<file path="config.mk">
export PLATFORM = sky130hd
export DESIGN_NAME = src_control_unit
export DESIGN_NICKNAME = d
export VERILOG_FILES = /design/src/rtl/src_pkg.sv /design/src/rtl/src_wait_timer.sv /design/src/rtl/src_control_unit.sv
export SDC_FILE = /design/constraint.sdc
export NUM_CORES = 1
export LEC_CHECK = 0
export CAP_MARGIN = 20
export CORE_AREA = 2 2 69 71
export CTS_BUF_LIST = sky130_fd_sc_hd__clkbuf_4
export CTS_CLUSTER_SIZE = 20
export DETAILED_ROUTE_END_ITERATION = 8
export DIE_AREA = 0 0 71 73
export GPL_TIMING_DRIVEN = 1
export PLACE_DENSITY = 0.74
export SETUP_SLACK_MARGIN = 0.4
export SLEW_MARGIN = 10
export SYNTH_ARGS = -nofsm -noshare
export SYNTH_HDL_FRONTEND = slang
export SYNTH_SLANG_ARGS = --single-unit
</file>
<file path="constraint.sdc">
create_clock -name clk -period 4.95 [get_ports clk]
set_clock_uncertainty 0.15 [all_clocks]
set_input_delay 0.495 -clock clk [delete_from_list [all_inputs] [get_ports clk]]
set_output_delay 0.495 -clock clk [all_outputs]
set_load 0.01 [all_outputs]
</file>
<file path="src/rtl/src_pkg.sv">
// Shared opcode map, state/class encodings and the opcode classifier for the
// Mini SRC hardwired control unit.
package src_pkg;

  localparam logic [4:0] OP_LD        = 5'b00000;
  localparam logic [4:0] OP_LDI       = 5'b00001;
  localparam logic [4:0] OP_ST        = 5'b00010;
  localparam logic [4:0] OP_ADD       = 5'b00011;
  localparam logic [4:0] OP_ALU_R_MAX = 5'b01011;
  localparam logic [4:0] OP_ADDI      = 5'b01100;
  localparam logic [4:0] OP_ORI       = 5'b01110;
  localparam logic [4:0] OP_MUL       = 5'b01111;
  localparam logic [4:0] OP_DIV       = 5'b10000;
  localparam logic [4:0] OP_NOP       = 5'b11010;
  localparam logic [4:0] OP_HALT      = 5'b11011;

  // Address calculation for LD/LDI/ST always uses the ADD operation.
  localparam logic [4:0] ALU_ADD = 5'b00011;

  typedef enum logic [3:0] {
    S_F0    = 4'd0,
    S_F1    = 4'd1,
    S_F2    = 4'd2,
    S_DEC   = 4'd3,
    S_E3    = 4'd4,
    S_E4    = 4'd5,
    S_E5    = 4'd6,
    S_E6    = 4'd7,
    S_E7    = 4'd8,
    S_HALT  = 4'd9,
    S_FAULT = 4'd10
  } state_t;

  typedef enum logic [2:0] {
    C_ALU_R = 3'd0,
    C_ALU_I = 3'd1,
    C_LD    = 3'd2,
    C_LDI   = 3'd3,
    C_ST    = 3'd4,
    C_NOP   = 3'd5,
    C_HALT  = 3'd6,
    C_ILL   = 3'd7
  } class_t;

  function automatic class_t decode_op(input logic [4:0] op);
    class_t c;
    c = C_ILL;
    if ((op >= OP_ADD && op <= OP_ALU_R_MAX) || op == OP_MUL || op == OP_DIV) c = C_ALU_R;
    else if (op >= OP_ADDI && op <= OP_ORI) c = C_ALU_I;
    else if (op == OP_LD)   c = C_LD;
    else if (op == OP_LDI)  c = C_LDI;
    else if (op == OP_ST)   c = C_ST;
    else if (op == OP_NOP)  c = C_NOP;
    else if (op == OP_HALT) c = C_HALT;
    return c;
  endfunction

endpackage

</file>
<file path="src/rtl/src_wait_timer.sv">
// Memory wait counter: counts cycles spent waiting for mem_rdy in a wait state
// and flags a timeout once the count has reached WAIT_LIMIT without mem_rdy.
module src_wait_timer #(
  parameter int WAIT_LIMIT = 16,
  parameter int CNT_W      = 5
) (
  input  logic clk,
  input  logic clr,
  input  logic active_i,
  input  logic rdy_i,
  output logic timeout_o
);

  localparam logic [CNT_W-1:0] LIMIT = CNT_W'(WAIT_LIMIT);

  logic [CNT_W-1:0] cnt_q, cnt_d;

  // mem_rdy in the limit cycle still wins; only a missing mem_rdy times out.
  assign timeout_o = active_i && !rdy_i && (cnt_q == LIMIT);

  always_comb begin
    cnt_d = '0;
    if (active_i && !rdy_i && !timeout_o) cnt_d = cnt_q + 1'b1;
  end

  always_ff @(posedge clk or posedge clr) begin
    if (clr) cnt_q <= '0;
    else     cnt_q <= cnt_d;
  end

endmodule

</file>
<file path="src/rtl/src_control_unit.sv">
// Hardwired Moore sequencer for the Mini SRC datapath: fetch, decode and
// execute of ALU, LD/LDI/ST, NOP and HALT with timed memory waits.
module src_control_unit
  import src_pkg::*;
#(
  parameter int WAIT_LIMIT = 16,
  parameter int CNT_W      = 5
) (
  input  logic        clk,
  input  logic        clr,
  input  logic [31:0] ir,
  input  logic        mem_rdy,
  output logic        pc_out,
  output logic        pc_inc,
  output logic        ir_in,
  output logic        mar_in,
  output logic        mdr_in,
  output logic        mdr_out,
  output logic        y_in,
  output logic        z_in,
  output logic        zlo_out,
  output logic        mdr_rd,
  output logic        gra,
  output logic        grb,
  output logic        grc,
  output logic        r_in,
  output logic        r_out,
  output logic        ba_out,
  output logic        c_out,
  output logic [4:0]  alu_op,
  output logic        mem_rd,
  output logic        mem_wr,
  output logic        run,
  output logic        fault,
  output logic        illegal,
  output logic [3:0]  state_o
);

  state_t     state_q, state_d;
  class_t     cls_q, cls_d;
  logic [4:0] op_q, op_d;
  class_t     cls_dec;
  logic       wait_active;
  logic       timeout;
  logic       unused_ir;

  assign unused_ir = ^ir[26:0];
  assign cls_dec   = decode_op(ir[31:27]);
  assign state_o   = state_q;

  assign wait_active = (state_q == S_F1)
                    || (state_q == S_E6 && cls_q == C_LD)
                    || (state_q == S_E7 && cls_q == C_ST);

  src_wait_timer #(
    .WAIT_LIMIT (WAIT_LIMIT),
    .CNT_W      (CNT_W)
  ) u_wait_timer (
    .clk       (clk),
    .clr       (clr),
    .active_i  (wait_active),
    .rdy_i     (mem_rdy),
    .timeout_o (timeout)
  );

  always_ff @(posedge clk or posedge clr) begin
    if (clr) begin
      state_q <= S_F0;
      cls_q   <= C_NOP;
      op_q    <= '0;
    end else begin
      state_q <= state_d;
      cls_q   <= cls_d;
      op_q    <= op_d;
    end
  end

  always_comb begin
    state_d = state_q;
    cls_d   = cls_q;
    op_d    = op_q;
    pc_out  = 1'b0;
    pc_inc  = 1'b0;
    ir_in   = 1'b0;
    mar_in  = 1'b0;
    mdr_in  = 1'b0;
    mdr_out = 1'b0;
    y_in    = 1'b0;
    z_in    = 1'b0;
    zlo_out = 1'b0;
    mdr_rd  = 1'b0;
    gra     = 1'b0;
    grb     = 1'b0;
    grc     = 1'b0;
    r_in    = 1'b0;
    r_out   = 1'b0;
    ba_out  = 1'b0;
    c_out   = 1'b0;
    alu_op  = 5'b00000;
    mem_rd  = 1'b0;
    mem_wr  = 1'b0;
    run     = 1'b1;
    fault   = 1'b0;
    illegal = 1'b0;

    unique case (state_q)
      S_F0: begin
        pc_out  = 1'b1;
        mar_in  = 1'b1;
        pc_inc  = 1'b1;
        state_d = S_F1;
      end
      S_F1: begin
        mem_rd = 1'b1;
        mdr_rd = 1'b1;
        mdr_in = mem_rdy;
        if (timeout)      state_d = S_FAULT;
        else if (mem_rdy) state_d = S_F2;
      end
      S_F2: begin
        mdr_out = 1'b1;
        ir_in   = 1'b1;
        state_d = S_DEC;
      end
      S_DEC: begin
        // Opcode and class are latched here so execute does not depend on ir.
        cls_d = cls_dec;
        op_d  = ir[31:27];
        unique case (cls_dec)
          C_NOP:   state_d = S_F0;
          C_HALT:  state_d = S_HALT;
          C_ILL: begin
            illegal = 1'b1;
            state_d = S_F0;
          end
          default: state_d = S_E3;
        endcase
      end
      S_E3: begin
        grb  = 1'b1;
        y_in = 1'b1;
        if (cls_q == C_ALU_R || cls_q == C_ALU_I) r_out  = 1'b1;
        else                                      ba_out = 1'b1;
        state_d = S_E4;
      end
      S_E4: begin
        z_in = 1'b1;
        if (cls_q == C_ALU_R) begin
          grc    = 1'b1;
          r_out  = 1'b1;
          alu_op = op_q;
        end else if (cls_q == C_ALU_I) begin
          c_out  = 1'b1;
          alu_op = op_q;
        end else begin
          c_out  = 1'b1;
          alu_op = ALU_ADD;
        end
        state_d = S_E5;
      end
      S_E5: begin
        zlo_out = 1'b1;
        if (cls_q == C_LD || cls_q == C_ST) begin
          mar_in  = 1'b1;
          state_d = S_E6;
        end else begin
          gra     = 1'b1;
          r_in    = 1'b1;
          state_d = S_F0;
        end
      end
      S_E6: begin
        if (cls_q == C_LD) begin
          mem_rd = 1'b1;
          mdr_rd = 1'b1;
          mdr_in = mem_rdy;
          if (timeout)      state_d = S_FAULT;
          else if (mem_rdy) state_d = S_E7;
        end else begin
          gra     = 1'b1;
          r_out   = 1'b1;
          mdr_in  = 1'b1;
          state_d = S_E7;
        end
      end
      S_E7: begin
        if (cls_q == C_LD) begin
          mdr_out = 1'b1;
          gra     = 1'b1;
          r_in    = 1'b1;
          state_d = S_F0;
        end else begin
          mem_wr = 1'b1;
          if (timeout)      state_d = S_FAULT;
          else if (mem_rdy) state_d = S_F0;
        end
      end
      S_HALT: begin
        run = 1'b0;
      end
      S_FAULT: begin
        run   = 1'b0;
        fault = 1'b1;
      end
      default: state_d = S_F0;
    endcase

    // While clr is held every strobe is forced low so no register enable or
    // memory request can leak out of the reset state.
    if (clr) begin
      pc_out  = 1'b0;
      pc_inc  = 1'b0;
      ir_in   = 1'b0;
      mar_in  = 1'b0;
      mdr_in  = 1'b0;
      mdr_out = 1'b0;
      y_in    = 1'b0;
      z_in    = 1'b0;
      zlo_out = 1'b0;
      mdr_rd  = 1'b0;
      gra     = 1'b0;
      grb     = 1'b0;
      grc     = 1'b0;
      r_in    = 1'b0;
      r_out   = 1'b0;
      ba_out  = 1'b0;
      c_out   = 1'b0;
      alu_op  = 5'b00000;
      mem_rd  = 1'b0;
      mem_wr  = 1'b0;
      run     = 1'b1;
      fault   = 1'b0;
      illegal = 1'b0;
    end
  end

endmodule
</file>
Word-level counts from Yosys, hierarchy flattened
Cells that the tools add are included.
Widths: inputs -> output; s select.
{"block": "totals", "reg_bits": 17, "input_bits": 35, "output_inout_bits": 31, "elab_cells": 128}
{"block": "op_classes", "add_sub_neg": 1, "order_cmp": 4, "n_eq_ne": 26, "muxes": 71, "n_bitwise": 1, "n_reduce_logical": 21}
{"operator": "$mux 1", "count": 42}
{"operator": "$pmux 4 s10", "count": 1}
{"operator": "$mux 4", "count": 8}
{"operator": "$mux 5", "count": 5}
{"operator": "$eq 5x5->1 const B", "count": 4}
{"operator": "$eq 4x3->1 const B", "count": 4}
{"operator": "$mux 3", "count": 5}
{"operator": "$eq 3x3->1 const B", "count": 4}
{"operator": "$eq 4x4->1 const B", "count": 3}
{"operator": "$le 5x4->1 const B", "count": 2}
{"operator": "$pmux 1 s2", "count": 5}
{"operator": "$eq 4x2->1 const B", "count": 2}
{"operator": "$ne 4x3->1 const B", "count": 2}
{"operator": "$pmux 4 s2", "count": 1}
{"operator": "$logic_and 1x1->1", "count": 7}
{"operator": "$logic_or 1x1->1", "count": 6}
{"operator": "$pmux 1 s3", "count": 2}
{"operator": "$add 5x1->5 const B", "count": 1}
{"operator": "$eq 5x1->1 const B", "count": 1}
{"operator": "$eq 5x2->1 const B", "count": 1}
{"operator": "$eq 5x4->1 const B", "count": 1}
{"operator": "$ge 5x2->1 const B", "count": 1}
{"operator": "$ge 5x4->1 const B", "count": 1}
{"operator": "$logic_not 5->1", "count": 1}
{"operator": "11 further kinds", "count": 14}

Longest topological paths before layout
Gate-level depths: netlist of the first run.
{"block": "depth", "word_depth": 12, "mapped_depth": 6}

Modules after synthesis
Synthesis of the first run repeated with hierarchy kept, for this count alone.
{"block": "hier_totals", "hier_cells": 185, "hier_area_um2": 1511.4}
{"mod": "src_control_unit", "n_inst": 1, "cells_per_inst": 160, "area_each_um2": 1234.9, "seq_area_each_um2": 302.8}
{"mod": "src_wait_timer", "n_inst": 1, "cells_per_inst": 25, "area_each_um2": 276.5, "seq_area_each_um2": 125.1}

Worst setup path before layout of the first run
No wires, ideal clock.
{"block": "synth_path", "kind": "reg2out", "startpoint": "register state_q[1] (netlist: state_o[1])", "endpoint": "output port grc", "arrival_ns": 1.753, "path_slack_ns": 2.552, "stages_incl_launch_ff": 4, "n_path_buf": 1, "path_cell_list": "dfrtp_1 buf_2 nor4_1 and3b_1"}
{"block": "synth_via", "elab_chain_cells": 3}
{"element": "start, declared", "line_no": "src_control_unit.sv:39", "source": "state_t state_q, state_d;"}
{"element": "start signal, assigned", "line_no": "src_control_unit.sv:72", "source": "state_q <= state_d;"}
{"element": "$eq 4x3->1", "line_no": "src_control_unit.sv:106", "source": "unique case (state_q)"}
{"element": "$mux 1", "line_no": "src_control_unit.sv:106"}
{"element": "$mux 1", "line_no": "src_control_unit.sv:210", "source": "if (clr) begin"}
{"element": "end, declared", "line_no": "src_control_unit.sv:25", "source": "output logic grc,"}
Every way passes these cells.

Final worst setup path of the first run
{"block": "layout_path", "startpoint": "register state_q[0] (netlist: state_o[0])", "endpoint": "output port illegal"}
{"block": "layout_via", "elab_chain_cells": 3}
{"element": "$eq 4x2->1", "line_no": "src_control_unit.sv:106"}
{"element": "$mux 1", "line_no": "src_control_unit.sv:106"}
{"element": "$mux 1", "line_no": "src_control_unit.sv:210"}
{"element": "end, declared", "line_no": "src_control_unit.sv:35", "source": "output logic illegal,"}
Every way passes these cells.

==> results.txt, run 1 <==
slowest CP cell: dfrtp_1
starting density of the core: 31.72%
Post-synth top flop: dfrtp_1
CTS root buf: clkbuf_4
setup bufs post-CTS: 0
Clock Latency Late Sink: 0.29 ns
clock sinks: 17
CP delay by family, top: simple AND/OR/NAND/NOR gates
Yosys warnings: 0
post-synthesis sequential area ratio: 29.74%
fin util: 40.14%
critical path, cell by cell: nor4bb_1, buf_4, nand2_1, nor4_1, clkdlybuf4s50_1
pwr/cell area: 469.8 nW/um^2
top post-synthesis cells by area: dfrtp_1 26%, nand2_1 7.0%, nor2_1 4.4%, dfstp_2 3.7%, o21ai_0 3.1%
static leakage power: 0.7023 nW
Crit path arrival time: 2.74 ns
Worst Hold Class: flip-flop to flip-flop
max incr delay on CP: 0.82 ns
GPL Wtd Cong: 0.8602
DRT Wirelength: 3524 um
DIE WIDTH: 71 um
routed len/inst: 13.61 um
IO buf count: 38
Final period util: 68.33%
Mapped Cells: 181
DR pass1 iterations: 4
most frequent cells after synthesis: 27 x nand2_1, 17 x nor2_1, 15 x dfrtp_1, 11 x clkbuf_1, 9 x o21ai_0
EDFF count, synth: 0
IO Pins: 66
achievable frequency: 295.6 MHz
critical path buffer and inverter count: 2
CTS tree: done
CP Capture Type: output port
share of cells above drive strength 1: 8.293%
max-slew violation count: 0
VDD IR max: 0.2810 mV
gr usage total: 14.14%
Critical Path RT: 4.30 ns
clock slew at reported path FFs: 0.10 ns
TritonCTS buffer count: 3
fraction of synthesis flops using an asynchronous set or reset pin: 100.0%
Final Hold Fails: 0
fin crit period: 3.383 ns
first-pass GRT wire length: 5934 um
Slew HR: 52.47%
critical path class: flip-flop to output port
Fillers: 453
Hold Slack: 0.3338 ns
hold_buf cts: 0
largest net degree at the start of global routing: 25
die footprint: 5183 sq um
vias in the first global route: 1265
Max clock buf depth: 2
Netlist Area Pre-Place: 1439 sq um
max-cap violations: 0
Critical Path Fanout Max: 24
NumNets Final: 243
Vias: 1375
leading area contributor after synthesis: dfrtp_1
Setup Viol. Count Final: 0
area grow syn2layout: 26.52%
CP Launch Type: flip-flop
syn nets: 218
global route overflow: 0
number of library cell types mapped by synthesis: 54
# rows: 25
#FFs+latches synth: 17
CTS resizes: 0
Die Span Y: 73 um
RSZ-0062 raised after global routing: no
Final ANT Viol Nets: 0
Post-DP HPWL: 2531 um
vias per inst: 5.309
top-count cell post-synth: nand2_1
post-synth top area share: 26.09%
n_diodes: 0
TNS Setup: 0 ns
Least-Margin Pin Slew: 0.7130 ns
core area: 4536 sq um
Post-Syn Area per Cell: 7.950 sq um
number of remaining DRC errors: 0
1st-iter DRT viols: 104
outcome: finished, final reports clean
initial antenna violation count: 0
H-tree levels: 1
## flip-flops by register name, summed over array words and instances, names as in the netlist
signal	flops
state_o	4
cls_q	3
op_q	5
u_wait_timer.cnt_q	5
## cell usage in the layout (no fill, tap or decap), types with 2 or more instances in the layout
cell type        synthesis  layout
or3_1                    2       2
nand3_1                  5       5
nand2b_1                 5       5
nand2_1                 27      27
nor4_1                   4       4
and3_1                   4       4
xor2_1                   3       3
o41ai_1                  2       2
nand3b_1                 2       2
a21oi_1                  8       8
xnor2_1                  2       2
or2_4                    2       2
nor4bb_1                 2       2
o31a_1                   3       3
nor2_1                  17      17
o21ai_0                  9       9
clkdlybuf4s50_1          0      38
ha_1                     2       2
inv_1                    7       7
nor3b_1                  2       2
dfrtp_1                 15      15
clkbuf_4                 0       4
dfstp_2                  2       2
nor3_1                   8       8
## area by class of cell
cell class	instances	area [sq um]	area share (%)
tap	54	67.56	3.711
clock buffer	4	30.03	1.649
inverter	7	26.28	1.443
multi-input combinational	137	875.8	48.11
sequential	17	427.9	23.51
timing repair buffer	40	392.9	21.58
## cell families (layout without fill, tap and decap cells)
kind of cell	after synthesis	in the layout	share of synthesized area (%)
compound gates	42	42	23.66
xor+xnor	5	5	3.044
fa+ha+maj	2	2	1.739
buf+inv	27	51	9.391
flops	17	17	29.74
mux	1	1	0.6957
simple gates	87	87	31.74
## power by group
group          total, mW  switching [mW]  internal (mW)
clock network     0.0824          0.0455         0.0369
registers          0.329           0.134          0.195
logic              0.444           0.216          0.228
## per-layer routing
metal / GRT usage, % / up-vias / part of all wire (%)
li1: - / 694 / -
met5: 0 / - / 0
met3: 3.591 / 0 / 5.0
met4: 2.306 / 0 / 0
met2: 23.88 / 35 / 49
met1: 18.64 / 646 / 46
## tightest hold or removal path, delay by kind of cell, from the launching register on
family	cells	cell delay, ns
flops	1	0.35
simple gates	2	0.10
## per-stage QoR
| stage | setup slack [ns] | total power [mW] | instance area (sq um) | instances |
|---|---|---|---|---|
| 6_report | 1.567 | 0.8552 | 1821 | 259 |
| 3_5_place_dp | 1.439 | 0.7756 | 1785 | 254 |
| 3_3_place_gp | 1.497 | 0.7622 | 1785 | 254 |
| 2_1_floorplan | 2.552 | 0.6448 | 1439 | 181 |
| 4_1_cts | 1.450 | 0.8598 | 1815 | 258 |
| 5_1_grt | 1.370 | 0.9317 | 1821 | 259 |
## worst paths after layout
kind,startpoint,end,slack [ns],cells after the start
max in group asynchronous,clr,state_o[1]$_DFFE_PP0P_,3.40,2
setup reg to reg,state_o[0]$_DFFE_PP0P_,state_o[0]$_DFFE_PP0P_,2.66,5
hold reg to reg,op_q[4]$_DFFE_PP0P_,op_q[4]$_DFFE_PP0P_,0.33,2
setup / recovery,state_o[0]$_DFFE_PP0P_,illegal,1.57,5
min in group asynchronous,clr,cls_q[1]$_DFFE_PP0P_,0.83,2
hold / removal,op_q[4]$_DFFE_PP0P_,op_q[4]$_DFFE_PP0P_,0.33,2
No activity file was read; power rests on OpenSTA's default activity.
==> inputs of run 2 (changes only) <==
--- a/config.mk
+++ b/config.mk
@@ -12,7 +12,7 @@
 export DETAILED_ROUTE_END_ITERATION = 8
 export DIE_AREA = 0 0 71 73
 export GPL_TIMING_DRIVEN = 1
-export PLACE_DENSITY = 0.74
+export PLACE_DENSITY = 0.77
 export SETUP_SLACK_MARGIN = 0.4
 export SLEW_MARGIN = 10
 export SYNTH_ARGS = -nofsm -noshare
==> constraint.sdc (replaced) <==
create_clock -name clk -period 3.05 [get_ports clk]
set_clock_uncertainty 0.15 [all_clocks]
set_input_delay 0.305 -clock clk [delete_from_list [all_inputs] [get_ports clk]]
set_output_delay 0.305 -clock clk [all_outputs]
set_load 0.01 [all_outputs]
==> run 2 against run 1 <==
  * Final cell count up 6.6%
  * Combinational power increased by 130%
  * Routed wire length increased by 12%
  * Power increased by 88%
  * Register-to-register slack got worse by 1.7 ns
  * Cell area rose by 11%
  * Via count increased by 6.5%
  * Clock-buffer cell count stayed put
  * Sequential cell count unchanged
  * Worst setup slack got worse by 1.1 ns
  * Core utilization increased by 4.4 points
  * Die area unchanged
  * Largest power group unchanged
  * Highest routed layer is now met4
==> results.txt, run 2 (synthesized netlist as in run 1, its figures left out) <==
DP Area: 1853 sq um (+3.8%)
clock slew at reported path FFs: 0.10 ns (about the same)
max-slew violation count: 0 (unchanged)
Critical Path RT: 2.59 ns (-1.71 ns)
first-pass GRT wire length: 5954 um (+0.34%)
TNS Setup: 0 ns (unchanged)
Clock Latency Late Sink: 0.30 ns (about the same)
most frequent cells in the layout: 27 x nand2_1, 26 x clkdlybuf4s50_1, 18 x buf_4, 17 x nor2_1, 11 x dfrtp_1
GPL Wtd Cong: 0.8174 (-5.0%)
number of remaining DRC errors: 0 (unchanged)
n_diodes: 0 (unchanged)
die footprint: 5183 sq um (unchanged)
achievable frequency: 391.9 MHz
fin crit period: 2.552 ns
clock sinks: 17 (unchanged)
Final ANT Viol Nets: 0 (unchanged)
static leakage power: 0.9273 nW (+32%)
Crit path arrival time: 2.10 ns (-0.64 ns)
outcome: finished, final reports clean
CTS root buf: clkbuf_4
Final period util: 83.66%
H-tree levels: 1 (unchanged)
DR pass1 iterations: 4 (unchanged)
RSZ-0062 raised after global routing: no
IO buf count: 38 (unchanged)
max-cap violations: 0 (unchanged)
Die Span Y: 73 um (unchanged)
vias in the first global route: 1315 (+4.0%)
fin util: 44.55% (+4.4 points)
1st-iter DRT viols: 122 (+17%)
Slew HR: 55.64% (+3.2 points)
CP Launch Type: flip-flop
Worst R2R Path Depth: 6 (+1)
TritonCTS buffer count: 3 (unchanged)
routed len/inst: 14.24 um (+4.7%)
critical path class: flip-flop to output port
Post-DP HPWL: 2611 um (+3.2%)
Least-Margin Pin Slew: 0.6647 ns (-0.04826 ns)
Worst Hold Class: input port to flip-flop
# rows: 25 (unchanged)
VDD IR max: 0.4370 mV (+56%)
NumNets Final: 260 (+7.0%)
hold path depth: 3 (+1)
IO Pins: 66 (unchanged)
share of cells above drive strength 1: 19.37% (+11 points)
largest net degree at the start of global routing: 18 (-28%)
commonest non-fill, non-tap cell in the layout: nand2_1
Critical Path Fanout Max: 8 (-67%)
area grow syn2layout: 40.43%
initial antenna violation count: 0 (unchanged)
global route overflow: 0 (unchanged)
DRT Wirelength: 3931 um (+12%)
Setup Viol. Count Final: 0 (unchanged)
CP Capture Type: output port
CTS tree: done
DIE WIDTH: 71 um (unchanged)
core area: 4536 sq um (unchanged)
Final Power: 1.604 mW (+88%)
Vias: 1464 (+6.5%)
pwr/cell area: 793.9 nW/um^2 (+69%)
Final Hold Fails: 0 (unchanged)
Max clock buf depth: 2 (unchanged)
fin area: 2021 sq um (+11%)
gr usage total: 14.51% (+0.38 points)
vias per inst: 5.304 (about the same)
starting density of the core: 31.72% (unchanged)
-- run 2: cell count changes in the layout (fill, tap and decap cells not counted), sizes merged --
cell,delta
buf,+18
clkbuf,-1
clkdlybuf4s50,-12
dlygate4sd2,+5
dlymetal6s2s,+7
-- run 2: routing by layer --
| layer | up-vias | wire length (um) | track usage [%] |
|---|---|---|---|
| li1 | 729 | - | - |
| met4 | 0 | 40 | 4.822 |
| met3 | 5 | 178 | 3.729 |
| met5 | - | 0 | 0 |
| met1 | 699 | 1699 | 18.64 |
| met2 | 31 | 2014 | 23.88 |
-- run 2: critical path: stages (launching register included) --
cell	delay, ns
dfstp_2	0.63
xor2_1	0.15
nand2b_1	0.20
nor2_1	0.15
o211a_1	0.14
clkdlybuf4s50_1	0.52
-- run 2: cell type report --
type | count | area [sq um]
timing repair buffer | 57 | 538.0
fill | 437 | 2515
inverter | 7 | 26.28
clock buffer | 4 | 30.03
sequential | 17 | 432.9
multi-input combinational | 137 | 925.9
tap | 54 | 67.56
-- run 2: final timing paths --
kind / start / to / slack (ns)
max: cls_q[2]$_DFFE_PP1P_ / mar_in / 0.50
min: ir[31] / cls_q[2]$_DFFE_PP1P_ / 0.29
max reg2reg: state_o[0]$_DFFE_PP0P_ / state_o[0]$_DFFE_PP0P_ / 0.93
min reg2reg: op_q[4]$_DFFE_PP0P_ / op_q[4]$_DFFE_PP0P_ / 0.33
max in group asynchronous: clr / state_o[3]$_DFFE_PP0P_ / 1.77
min in group asynchronous: clr / op_q[1]$_DFFE_PP0P_ / 0.51
-- run 2: metrics by stage --
step | hold WS (ns) | cells | setup slack [ns]
6_report | 0.2919 | 276 | 0.4985
5_1_grt | 0.3107 | 276 | 0.3892
4_1_cts | 0.3330 | 268 | 0.4100
3_5_place_dp | 0.3096 | 263 | 0.3953
3_3_place_gp | 0.3020 | 263 | 0.4148
2_1_floorplan | 0.2866 | 181 | 0.8425
-- run 2: power by group --
group,switching (mW),total [mW],internal [mW]
logic,0.535,1.03,0.499
clock network,0.0722,0.132,0.0600
registers,0.114,0.437,0.324
-- run 2: timing repair --
item | in CTS | in global routing
setup endpoints to repair | 8 | 17
resized for setup | 12 | 14
buffers inserted | 1 | 8
hold buffers | 0 | 0
==> inputs of run 3 (changes only) <==
--- a/config.mk
+++ b/config.mk
@@ -12,7 +12,7 @@
 export DETAILED_ROUTE_END_ITERATION = 8
 export DIE_AREA = 0 0 71 73
 export GPL_TIMING_DRIVEN = 1
-export PLACE_DENSITY = 0.77
+export PLACE_DENSITY = 0.74
 export SETUP_SLACK_MARGIN = 0.4
 export SLEW_MARGIN = 10
 export SYNTH_ARGS = -nofsm -noshare
==> constraint.sdc (replaced) <==
create_clock -name clk -period 2.6 [get_ports clk]
set_clock_uncertainty 0.15 [all_clocks]
set_input_delay 0.26 -clock clk [delete_from_list [all_inputs] [get_ports clk]]
set_output_delay 0.26 -clock clk [all_outputs]
set_load 0.01 [all_outputs]
==> run 3 against run 2 <==
  * Combinational power is 46% higher
  * Cell area up 7.1%
  * Sequential share of layout area decreased by 1.4 points
  * Worst setup slack worse by 0.13 ns
  * Critical path type unchanged
  * Highest routed layer unchanged
==> results.txt, run 3 (synthesized netlist as in run 1, its figures left out) <==
commonest non-fill, non-tap cell in the layout: buf_4
IO buf count: 38 (unchanged)
Setup Viol. Count Final: 0 (unchanged)
Slew HR: 55.62% (about the same)
Max clock buf depth: 2 (unchanged)
Final Hold Fails: 0 (unchanged)
Finished Layout Cells: 294 (+6.5%)
fin util: 47.70% (+3.1 points)
clock slew at reported path FFs: 0.09 ns (about the same)
vias in the first global route: 1485 (+13%)
n_diodes: 0 (unchanged)
Worst R2R Setup Slack: 0.50 ns (-0.43 ns)
TritonCTS buffer count: 3 (unchanged)
1st-iter DRT viols: 87 (-29%)
number of remaining DRC errors: 0 (unchanged)
NumNets Final: 278 (+6.9%)
share of cells above drive strength 1: 39.17% (+20 points)
clock sinks: 17 (unchanged)
Worst Hold Class: input port to async pin
Die Span Y: 73 um (unchanged)
vias per inst: 5.293 (-0.22%)
CTS root buf: clkbuf_4
Critical Path Fanout Max: 12 (+4)
CTS tree: done
first-pass GRT wire length: 6851 um (+15%)
initial antenna violation count: 0 (unchanged)
critical path class: flip-flop to output port
outcome: finished, final reports clean
static leakage power: 0.9769 nW (+5.3%)
global route overflow: 0 (unchanged)
fin crit period: 2.227 ns
TNS Setup: 0 ns (unchanged)
DIE WIDTH: 71 um (unchanged)
starting density of the core: 31.72% (unchanged)
most frequent cells in the layout: 29 x buf_4, 27 x nand2_1, 15 x nor2_1, 11 x dfrtp_1, 11 x clkbuf_2
gr usage total: 16.33% (+1.8 points)
achievable frequency: 448.9 MHz
IO Pins: 66 (unchanged)
pwr/cell area: 986.4 nW/um^2 (+24%)
area grow syn2layout: 50.35%
core area: 4536 sq um (unchanged)
H-tree levels: 1 (unchanged)
RSZ-0062 raised after global routing: yes
CP Launch Type: flip-flop
largest net degree at the start of global routing: 18 (unchanged)
Critical Path RT: 2.19 ns (-0.40 ns)
VDD IR max: 0.5187 mV (+19%)
Worst R2R Path Depth: 6 (unchanged)
Clock Latency Late Sink: 0.29 ns (about the same)
Final ANT Viol Nets: 0 (unchanged)
Crit path arrival time: 1.82 ns (-0.28 ns)
# rows: 25 (unchanged)
GPL Wtd Cong: 0.8175 (about the same)
routed len/inst: 14.41 um (+1.2%)
Post-DP HPWL: 2765 um (+5.9%)
DRT Wirelength: 4238 um (+7.8%)
Vias: 1556 (+6.3%)
Final period util: 85.67%
CP Capture Type: output port
dpl cells: 273 (+3.8%)
hold_buf cts: 0 (unchanged)
max-cap violations: 0 (unchanged)
die footprint: 5183 sq um (unchanged)
Least-Margin Pin Slew: 0.6650 ns (+0.0002702 ns)
max-slew violation count: 0 (unchanged)
DR pass1 iterations: 4 (unchanged)
Final Power: 2.134 mW (+33%)
==> run 3: cell count changes in the layout (fill, tap and decap cells not counted), sizes merged <==
| cell | delta |
|---|---|
| dlygate4sd2 | +2 |
| buf | +26 |
| clkbuf | +11 |
| clkdlybuf4s15 | +1 |
| dlymetal6s2s | -6 |
| clkdlybuf4s50 | -16 |
==> run 3: worst paths after layout <==
kind | endpoint | start
setup / recovery | ir_in | state_o[0]$_DFFE_PP0P_
hold / removal | u_wait_timer.cnt_q[4]$_DFF_PP0_ | clr
setup reg to reg | state_o[0]$_DFFE_PP0P_ | state_o[0]$_DFFE_PP0P_
hold reg to reg | op_q[4]$_DFFE_PP0P_ | op_q[4]$_DFFE_PP0P_
max in group asynchronous | state_o[3]$_DFFE_PP0P_ | clr
min in group clk | op_q[4]$_DFFE_PP0P_ | op_q[4]$_DFFE_PP0P_
==> run 3: layout make-up <==
type | instances | area [sq um]
multi-input cells | 137 | 1010
fillers | 430 | 2372
clock buffers | 4 | 30.03
flip-flops and latches | 17 | 432.9
repair buffers | 75 | 596.8
inverters | 7 | 26.28
well taps | 54 | 67.56
==> run 3: stage by stage <==
| stage | hold slack (ns) | area, sq um | setup WS, ns |
|---|---|---|---|
| 2_1_floorplan | 0.2416 | 1439 | 0.4375 |
| 3_3_place_gp | 0.3035 | 1928 | 0.1560 |
| 3_5_place_dp | 0.3070 | 1928 | 0.1291 |
| 4_1_cts | 0.3301 | 2108 | 0.2034 |
| 5_1_grt | 0.3504 | 2163 | 0.2918 |
| 6_report | 0.2991 | 2163 | 0.3726 |
==> run 3: timing repair <==
action	in CTS	in global routing
setup endpoints to repair	27	23
buffers inserted	12	5
hold endpoints to repair	0	0
gates resized for setup	66	52
pin swaps	1	10
==> run 3: worst max-delay path, cell delays in order (launching register included) <==
cell and delay [ns]:
dfrtp_2 0.46, buf_4 0.20, or3_4 0.42, nor3b_2 0.19, clkdlybuf4s15_2 0.25
==> run 3: routing by layer <==
layer | GRT usage [%] | vias to the layer above | share of wire (%) | wire, um
met2 | 29.18 | 30 | 51 | 2169
met5 | 0 | - | 0 | 0
met1 | 21.12 | 756 | 45 | 1917
met4 | 1.258 | 0 | 0.094 | 4
met3 | 3.591 | 2 | 3.5 | 147
li1 | - | 768 | - | -
==> run 3: where the power goes <==
part	internal, mW	total, mW	switching (mW)
sequential	0.379	0.477	0.0980
clock	0.0702	0.153	0.0831
combinational	0.738	1.50	0.765
total	1.19	2.13	0.946
